===== src/rtl/tx_resp_arbiter.sv =====
// tx_resp_arbiter: collects ALU results and register-file read data into one
// holding slot per source. It arbitrates between the two slots round-robin and
// writes their bytes into the TX FIFO using the winc/wfull handshake.
// Optional build macro: TX_ARB_FRAME_TAG_EN. When it is defined, every response
// is preceded by a tag byte: 0xA1 for ALU and 0xB2 for RD.
//
// state    | meaning
// ---------+-------------------------------------------------
// IDLE     | nothing granted; arbitrate on pending slots
// RD_B     | presenting the RD slot byte
// ALU_LO   | presenting ALU slot bits [7:0]
// ALU_HI   | presenting ALU slot bits [15:8], last ALU byte
// TAG_ALU  | (tag build) presenting 0xA1 ahead of ALU bytes
// TAG_RD   | (tag build) presenting 0xB2 ahead of the RD byte
module tx_resp_arbiter #(
   parameter int DATA_WIDTH = 8,
   parameter int ALU_WIDTH  = 16
) (
   input  logic                  CLK,
   input  logic                  RST,
   input  logic [ALU_WIDTH-1:0]  ALU_OUT,
   input  logic                  OUT_Valid,
   input  logic [DATA_WIDTH-1:0] RdData,
   input  logic                  RdData_Valid,
   input  logic                  wfull,
   input  logic                  clr_err,
   output logic [DATA_WIDTH-1:0] TX_P_Data,
   output logic                  TX_D_VLD,
   output logic                  alu_pend,
   output logic                  rd_pend,
   output logic                  drop_err
);

   typedef enum logic [2:0] {
      S_IDLE,
      S_RD_B,
      S_ALU_LO,
      S_ALU_HI
`ifdef TX_ARB_FRAME_TAG_EN
      , S_TAG_ALU
      , S_TAG_RD
`endif
   } state_t;

`ifdef TX_ARB_FRAME_TAG_EN
   localparam logic [DATA_WIDTH-1:0] TAG_ALU_BYTE = DATA_WIDTH'(8'hA1);
   localparam logic [DATA_WIDTH-1:0] TAG_RD_BYTE  = DATA_WIDTH'(8'hB2);
   localparam state_t ALU_FIRST = S_TAG_ALU;
   localparam state_t RD_FIRST  = S_TAG_RD;
`else
   localparam state_t ALU_FIRST = S_ALU_LO;
   localparam state_t RD_FIRST  = S_RD_B;
`endif

   state_t                state_q, state_d;
   logic [ALU_WIDTH-1:0]  alu_q, alu_d;
   logic [DATA_WIDTH-1:0] rd_q, rd_d;
   logic                  alu_pend_q, alu_pend_d;
   logic                  rd_pend_q, rd_pend_d;
   logic                  last_rd_q, last_rd_d;   // 1: last grant went to RD
   logic                  drop_err_q, drop_err_d;

   logic xfer, alu_rel, rd_rel, avail_alu, avail_rd, pick_alu;
   logic alu_cap, rd_cap, alu_drop, rd_drop;

   // Handshake, slot release, arbitration and next-state selection.
   always_comb begin
      xfer      = (state_q != S_IDLE) & ~wfull;
      alu_rel   = xfer & (state_q == S_ALU_HI);
      rd_rel    = xfer & (state_q == S_RD_B);
      // A slot that releases on this edge is no longer a candidate for the next grant.
      avail_alu = alu_pend_q & ~alu_rel;
      avail_rd  = rd_pend_q & ~rd_rel;
      pick_alu  = avail_alu & (~avail_rd | last_rd_q);
      state_d   = state_q;
      last_rd_d = last_rd_q;
      if ((state_q == S_IDLE) | alu_rel | rd_rel) begin
         if (avail_alu | avail_rd) begin
            state_d   = pick_alu ? ALU_FIRST : RD_FIRST;
            last_rd_d = ~pick_alu;
         end else begin
            state_d = S_IDLE;
         end
      end else if (xfer) begin
         case (state_q)
            S_ALU_LO:  state_d = S_ALU_HI;
`ifdef TX_ARB_FRAME_TAG_EN
            S_TAG_ALU: state_d = S_ALU_LO;
            S_TAG_RD:  state_d = S_RD_B;
`endif
            default:   state_d = state_q;
         endcase
      end
   end

   // Slot capture and drop detection; a slot that is releasing counts as empty.
   always_comb begin
      alu_cap    = OUT_Valid & (~alu_pend_q | alu_rel);
      rd_cap     = RdData_Valid & (~rd_pend_q | rd_rel);
      alu_drop   = OUT_Valid & alu_pend_q & ~alu_rel;
      rd_drop    = RdData_Valid & rd_pend_q & ~rd_rel;
      alu_d      = alu_cap ? ALU_OUT : alu_q;
      rd_d       = rd_cap ? RdData : rd_q;
      alu_pend_d = alu_cap | (alu_pend_q & ~alu_rel);
      rd_pend_d  = rd_cap | (rd_pend_q & ~rd_rel);
      drop_err_d = alu_drop | rd_drop | (drop_err_q & ~clr_err);
   end

   // Byte mux toward the FIFO.
   always_comb begin
      TX_D_VLD  = xfer;
      TX_P_Data = '0;
      case (state_q)
         S_RD_B:    TX_P_Data = rd_q;
         S_ALU_LO:  TX_P_Data = alu_q[DATA_WIDTH-1:0];
         S_ALU_HI:  TX_P_Data = alu_q[ALU_WIDTH-1:DATA_WIDTH];
`ifdef TX_ARB_FRAME_TAG_EN
         S_TAG_ALU: TX_P_Data = TAG_ALU_BYTE;
         S_TAG_RD:  TX_P_Data = TAG_RD_BYTE;
`endif
         default:   TX_P_Data = '0;
      endcase
   end

   assign alu_pend = alu_pend_q;
   assign rd_pend  = rd_pend_q;
   assign drop_err = drop_err_q;

   // State and slot registers. Reset abandons any frame in progress.
   always_ff @(posedge CLK or negedge RST) begin
      if (!RST) begin
         state_q    <= S_IDLE;
         alu_q      <= '0;
         rd_q       <= '0;
         alu_pend_q <= 1'b0;
         rd_pend_q  <= 1'b0;
         last_rd_q  <= 1'b1;
         drop_err_q <= 1'b0;
      end else begin
         state_q    <= state_d;
         alu_q      <= alu_d;
         rd_q       <= rd_d;
         alu_pend_q <= alu_pend_d;
         rd_pend_q  <= rd_pend_d;
         last_rd_q  <= last_rd_d;
         drop_err_q <= drop_err_d;
      end
   end

endmodule


===== config.mk =====
export PLATFORM = sky130hd
export DESIGN_NAME = tx_resp_arbiter
export DESIGN_NICKNAME = d
export VERILOG_FILES = /design/src/rtl/tx_resp_arbiter.sv
export SDC_FILE = /design/constraint.sdc
export NUM_CORES = 1
export LEC_CHECK = 0
export BUFFER_PORTS_ARGS = -buffer_cell sky130_fd_sc_hd__clkbuf_2
export CELL_PAD_IN_SITES_DETAIL_PLACEMENT = 1
export CELL_PAD_IN_SITES_GLOBAL_PLACEMENT = 2
export CORE_MARGIN = 2
export CORE_UTILIZATION = 26
export CTS_CLUSTER_DIAMETER = 40
export CTS_CLUSTER_SIZE = 25
export DETAILED_ROUTE_END_ITERATION = 10
export PLACE_DENSITY_LB_ADDON = 0.1
export SKIP_CTS_REPAIR_TIMING = 1
export SLEW_MARGIN = 20
export SYNTH_ARGS = -nofsm -noshare
export SYNTH_HDL_FRONTEND = slang
export SYNTH_SLANG_ARGS = --single-unit

===== constraint.sdc =====
create_clock -name CLK -period 2.1 [get_ports CLK]
set_clock_uncertainty 0.2 [all_clocks]
set_input_delay 0.315 -clock CLK [delete_from_list [all_inputs] [get_ports CLK]]
set_output_delay 0.315 -clock CLK [all_outputs]
set_load 0.05 [all_outputs]

==> results_dict.tcl, run 1 <==
set metrics [dict create \
    p_clk_frac 0.137 \
    p_leak_nw 0.9457 \
    synth_top_family_by_area "multiplexers" \
    synth.yosys.seq_area_share 0.5102 \
    critical_path.endpoint_type "output port" \
    grt_util_all_layers 0.1273 \
    max_stage_delay_cell_worst_path "dfrtp_2" \
    synth.distinct_cells 27 \
    number_of_global_route_vias_before_repair 1200 \
    dp_hpwl_mm 2.530 \
    finalCritPeriodShare 0.9900 \
    post_synthesis_mux_area_share 0.2699 \
    port_buffers 41 \
    synthesis.yosys.warnings 0 \
    grt_max_degree 31 \
    yosys-top-cells-area "dfrtp_1, mux2_2, mux2_4" \
    cts.clk_slew.worst_paths_ns 0.07 \
    worst-path-max-fanout 7 \
    area_growth_pct 35.06 \
    cpLargestDelayFamily "flip-flops" \
    antenna_found_initial 0 \
    syn_nets 134 \
    clock_tree_from_tritoncts "done" \
    route.detailed.drc 0 \
    drt-vias-per-instance 4.565 \
    commonest_cells_after_routing_fill_and_taps_aside "clkbuf_2, dfrtp_1, mux2_2" \
    synthesis.area_per_instance_um2 14.17 \
    clock_tree.buffer_depth 2 \
    finalWeightedCongestion 0.6705 \
    cts_root_buf "clkbuf_8" \
    synth_compound_gate_area_share 0.1239 \
    worst_slew_pin_slew_ns 0.8058 \
    synth-async-reset-ratio 1.000 \
    share_seq_of_total_power 0.297 \
    core.rowCount 27 \
    power.ir.vdd_worst_mv 0.7007 \
    synth_xor_xnor_area_share 0 \
    timing.fmax_mhz 481.0 \
    rsz0062_at_grt "yes" \
    syn-cell-area_mm2 0.001474 \
    synth_enable_flop_cells 0 \
    ios 42 \
    crit_arrival_ns 1.56 \
    synth_simple_gate_area_share 0.05942 \
    crit_path_cell_trace "buf_6 > mux2_4 > a22o_1 > buf_6" \
    mostFrequentLayoutCell "clkbuf_2" \
    synth_area_leader_cell "dfrtp_1" \
    synthAdderAreaFrac 0 \
    die_height_um 79.29 \
    fin_nets 189 \
    insertedDiodeCount 0 \
    final.hold.worst_slack_ns 0.05141 \
    min-delay-path-class "in -> reg" \
    cp-start-kind "register" \
    floorplan.die_area_mm2 0.006287 \
    grt_first_pass_wirelength_mm 6.009 \
    wl_per_cell_um 15.81 \
    clock_sink_count 30 \
    p_per_cell_area_mw_per_mm2 1830 \
    ys_dominant_reg_cell "dfrtp_1" \
    route.vias.total 1059 \
    first_iter_violations 49 \
    die_x_um 79.29 \
    combPwrFrac 0.566 \
    ys_ff_latch 30 \
    crit_required_ns 1.58 \
    final_period_minus_worst_setup_slack_ns 2.079 \
    starting_density_of_the_core 0.2677 \
    critPathKind "reg -> out" \
    power.share.switching 0.4104 \
    layout_filler_cell_count 608 \
    finalHoldViolCount 0 \
    global_route.overflow_total 0 \
    synthesis.instances 104 \
    final_antenna_net_count 0 \
    drt_first_pass_iters 4 \
    clock_latency_ns 0.28 \
    share_of_cells_above_drive_strength_1 0.6250 \
    net_switching_power_mw 1.495 \
    finalSetupViolations 0 \
    crit_path_max_incr_delay_ns 0.46 \
    core_area_mm2 0.005507 \
    finalMaxSlewViolations 0 \
    crit_path_frequent_cell "buf_6" \
    yosys.area.top_type_share 0.4924 \
    cap_viol_max_count 0 \
    detail_route.wirelength_mm 3.668 \
    cellInternalPower_mw 2.148 \
    total_buffers_and_inverters_traversed_by_the_critical_path 2 \
    cts.htree.levels 2 \
    cts-buffers-inserted 5 \
    outcome "completed" \
    slew-limit-headroom 0.4628 \
    tns_ns 0 \
]
[cell families after synthesis]
| logic type | after synthesis |
|---|---|
| muxes | 32 |
| and+or+nand+nor | 13 |
| buffers and inverters | 9 |
| DFF | 30 |
| AOI/OAI and AO/OA | 20 |
[final timing paths]
kind | endpoint | from | slack [ns] | cells past startpoint
hold reg to reg | alu_q[0]$_DFFE_PN0P_ | alu_q[0]$_DFFE_PN0P_ | 0.30 | 1
min in group asynchronous | alu_q[4]$_DFFE_PN0P_ | RST | 0.45 | 2
max in group asynchronous | state_q[0]$_DFFE_PN0P_ | RST | 0.69 | 2
setup reg to reg | rd_q[1]$_DFFE_PN0P_ | state_q[0]$_DFFE_PN0P_ | 0.29 | 4
hold / removal | alu_pend$_DFF_PN0_ | OUT_Valid | 0.05 | 2
setup / recovery | TX_P_Data[4] | state_q[0]$_DFFE_PN0P_ | 0.02 | 4
[per-stage QoR]
stage | utilization | cell area, µm² | power, mW | instances | worst slack (ns)
floorplan | - | 1474 | 2.467 | 104 | 0.1581
CTS | 0.3440 | 1894 | 3.442 | 227 | -0.1795
detailed placement | 0.3267 | 1799 | 2.922 | 219 | 0.1462
global placement | 0.3267 | 1799 | 2.885 | 219 | 0.2078
global route | 0.3615 | 1991 | 3.873 | 232 | -0.02930
finish | 0.3615 | 1991 | 3.643 | 232 | 0.02094
[synth_stat cells (2+ instances only)]
cell	number
mux2_4	10
nand2_1	4
o21ai_0	2
a221o_1	2
buf_4	2
inv_1	3
mux2_2	22
clkbuf_1	2
dfrtp_1	29
nor2b_1	2
a22o_1	9
nor2_1	2
[power groups by stage]
stage,Clock (mW),Combinational [mW],Sequential (mW)
after detailed placement,0,1.83,1.09
final,0.500,2.06,1.08
after global routing,0.551,2.19,1.13
after CTS,0.521,1.84,1.08
after global placement,0,1.81,1.08
after floorplan,0,1.43,1.04
[metal layers]
metal / part of all wire / track usage / up-vias
met1: 0.44 / 0.1575 / 532
met5: 0 / 0 / -
met3: 0.050 / 0.03864 / 6
met2: 0.49 / 0.2119 / 29
li1: - / - / 492
met4: 0.013 / 0.04138 / 0
[registers in the layout (all words and copies together), names as in the netlist]
signal     flops
last_rd_q      1
drop_err       1
alu_pend       1
rd_q           8
rd_pend        1
alu_q         16
state_q        2
[layout make-up]
type	count	area, µm²	area share
Inverter	3	11.26	0.005657
Timing Repair Buffer	54	367.9	0.1848
Multi-Input combinational cell	65	671.9	0.3375
Clock inverter	2	12.51	0.006285
Clock buffer	6	82.58	0.04148
Tap cell	72	90.09	0.04525
Sequential cell	30	754.5	0.3790
Note: power is estimated with default switching activity, not from simulation.
==> run 2, diff against run 1 <==
Settings changed: PLACE_DENSITY_LB_ADDON 0.1 to 0.15.
==> run 2 against run 1 <==
- clock power up 9.4%
- non-clock buffer count down 1
- sequential share of layout area down 0.13 points
- first-iteration DRC count down 63%
- critical path depth unchanged
- largest cell class unchanged
- global-route usage down 0.27 points
- fmax up 0.68%
- combinational power about the same
- hold slack better by 0.015 ns
- power up 0.98%
- register-to-register slack worse by 0.05 ns
==> results_dict.tcl, run 2 (same netlist as run 1, synthesis figures left out) <==
set metrics [dict create \
    largest_reg_flops 16 \
    crit_arrival_ns 1.55 \
    p_per_cell_area_mw_per_mm2 1844 \
    finalWeightedCongestion 0.7389 \
    rsz0062_at_grt "yes" \
    area_growth_pct 35.31 \
    capturing_element_of_the_worst_setup_path "TX_P_Data[5]" \
    number_of_global_route_vias_before_repair 1181 \
    crit_path_frequent_cell "buf_6" \
    slew-limit-headroom 0.4830 \
    ios 42 \
    met2_usage 0.2153 \
    die_x_um 79.29 \
    final_period_minus_worst_setup_slack_ns 2.065 \
    max_stage_delay_cell_worst_path "dfrtp_2" \
    timing.fmax_mhz 484.2 \
    fin_area_mm2 0.001994 \
    mostFrequentLayoutCell "clkbuf_2" \
    floorplan.die_area_mm2 0.006287 \
    grt_max_degree 31 \
    global_route.overflow_total 0 \
    crit_path_max_incr_delay_ns 0.46 \
    cp-start-kind "register" \
    top_regs "alu_q: 16 flops, rd_q: 8 flops, state_q: 2 flops" \
    postPlaceCellArea_mm2 0.001799 \
    drt_first_pass_iters 4 \
    finalMaxSlewViolations 0 \
    postLayoutSetupSlackWorst_ns 0.03494 \
    finalCritPeriodShare 0.9834 \
    power.ir.vdd_worst_mv 0.8019 \
    tns_ns 0 \
    dp_hpwl_mm 2.539 \
    cts.clk_slew.worst_paths_ns 0.06 \
    route.detailed.drc 0 \
    cpLargestDelayFamily "flip-flops" \
    crit-reg2reg-launch "state_q[0]$_DFFE_PN0P_" \
    insertedDiodeCount 0 \
    wl_per_cell_um 15.96 \
    drt-vias-per-instance 4.584 \
    grt_first_pass_wirelength_mm 5.871 \
    clock_tree_from_tritoncts "done" \
    share_of_cells_above_drive_strength_1 0.6164 \
    total_buffers_and_inverters_traversed_by_the_critical_path 2 \
    commonest_cells_after_routing_fill_and_taps_aside "clkbuf_2, dfrtp_1, mux2_2" \
    final_antenna_net_count 0 \
    grt_util_all_layers 0.1247 \
    first_iter_violations 18 \
    cts_root_buf "clkbuf_8" \
    cap_viol_max_count 0 \
    route.vias.total 1059 \
    worst-path-max-fanout 7 \
    global_route_track_usage_on_met3 0.03523 \
    die_height_um 79.29 \
    r2r_cells 6 \
    crit_required_ns 1.58 \
    critPathKind "reg -> out" \
    worstHoldStart "ALU_OUT[11]" \
    grt.met1_usage 0.1509 \
    finalSetupViolations 0 \
    outcome "completed" \
    worst_slew_pin_slew_ns 0.7755 \
    dp_worst_slack_ns 0.1437 \
    crit_path_cell_trace "buf_6 > mux2_2 > a22o_1 > buf_6" \
    cts.htree.levels 2 \
    fin_nets 188 \
    grt-busiest-layer "met2" \
    cp.depth 4 \
    p_leak_nw 0.9548 \
    worstSetupStartpoint "state_q[0]$_DFFE_PN0P_" \
    rrSetupSlack_ns 0.24 \
    clock_tree.buffer_depth 2 \
    finalHoldViolCount 0 \
    cts-buffers-inserted 5 \
    detail_route.wirelength_mm 3.686 \
    core_area_mm2 0.005507 \
    timing.rr.end "alu_q[3]$_DFFE_PN0P_" \
    starting_density_of_the_core 0.2677 \
    core.rowCount 27 \
    antenna_found_initial 0 \
    port_buffers 41 \
    critical_path.endpoint_type "output port" \
    clock_sink_count 30 \
    min-delay-path-class "in -> reg" \
    hold_path_depth 2 \
    clock_latency_ns 0.28 \
    largest-register "alu_q" \
]
## run 2: cell count changes in the layout (fill, tap and decap cells not counted), sizes merged
cell,change
clkbuf,+3
buf,-2
clkinv,-1
clkinvlp,-1
## run 2: area by class of cell
class	count	area [µm²]
Fill cell	591	3512
Sequential cell	30	753.2
Multi-Input combinational cell	65	675.6
Timing Repair Buffer	53	354.1
Clock buffer	8	110.1
Tap cell	72	90.09
Inverter	3	11.26
## run 2: layer usage
metal  wire [µm]  up-vias  part of all wire
li1            -      487                 -
met1        1557      536              0.42
met2        1937       29              0.53
met3         147        7             0.040
met4          44        0             0.012
met5           0        -                 0
## run 2: worst min path at each step
| stage | slack [ns] | to |
|---|---|---|
| after floorplan | -0.18 | alu_pend$_DFF_PN0_ |
| after global placement | 0.23 | alu_q[15]$_DFFE_PN0P_ |
| after detailed placement | 0.24 | drop_err$_DFF_PN0_ |
| after CTS | -0.07 | alu_q[15]$_DFFE_PN0P_ |
| after global routing | 0.05 | alu_q[15]$_DFFE_PN0P_ |
| final | 0.07 | alu_q[11]$_DFFE_PN0P_ |
## run 2: stage by stage
stage	power (mW)	cells	hold slack, ns	util
detailed placement	2.927	219	0.2414	0.3267
CTS	3.500	227	-0.06878	0.3467
floorplan	2.467	104	-0.1806	-
global route	3.912	231	0.05426	0.3622
finish	3.678	231	0.06597	0.3622
global placement	2.889	219	0.2348	0.3267
## run 2: worst reg2reg max path, stage by stage (launching register included)
cell and delay (ns):
dfrtp_2 0.46, buf_6 0.14, buf_4 0.11, nand3b_4 0.10, a21boi_4 0.19, buf_12 0.19, mux2_2 0.36
## run 2: power breakdown
group / leakage, nW / switching, mW / total [mW] / internal, mW
registers: 0.345 / 0.207 / 1.08 / 0.871
logic: 0.552 / 1.06 / 2.05 / 0.990
clock network: 0.0575 / 0.216 / 0.547 / 0.331
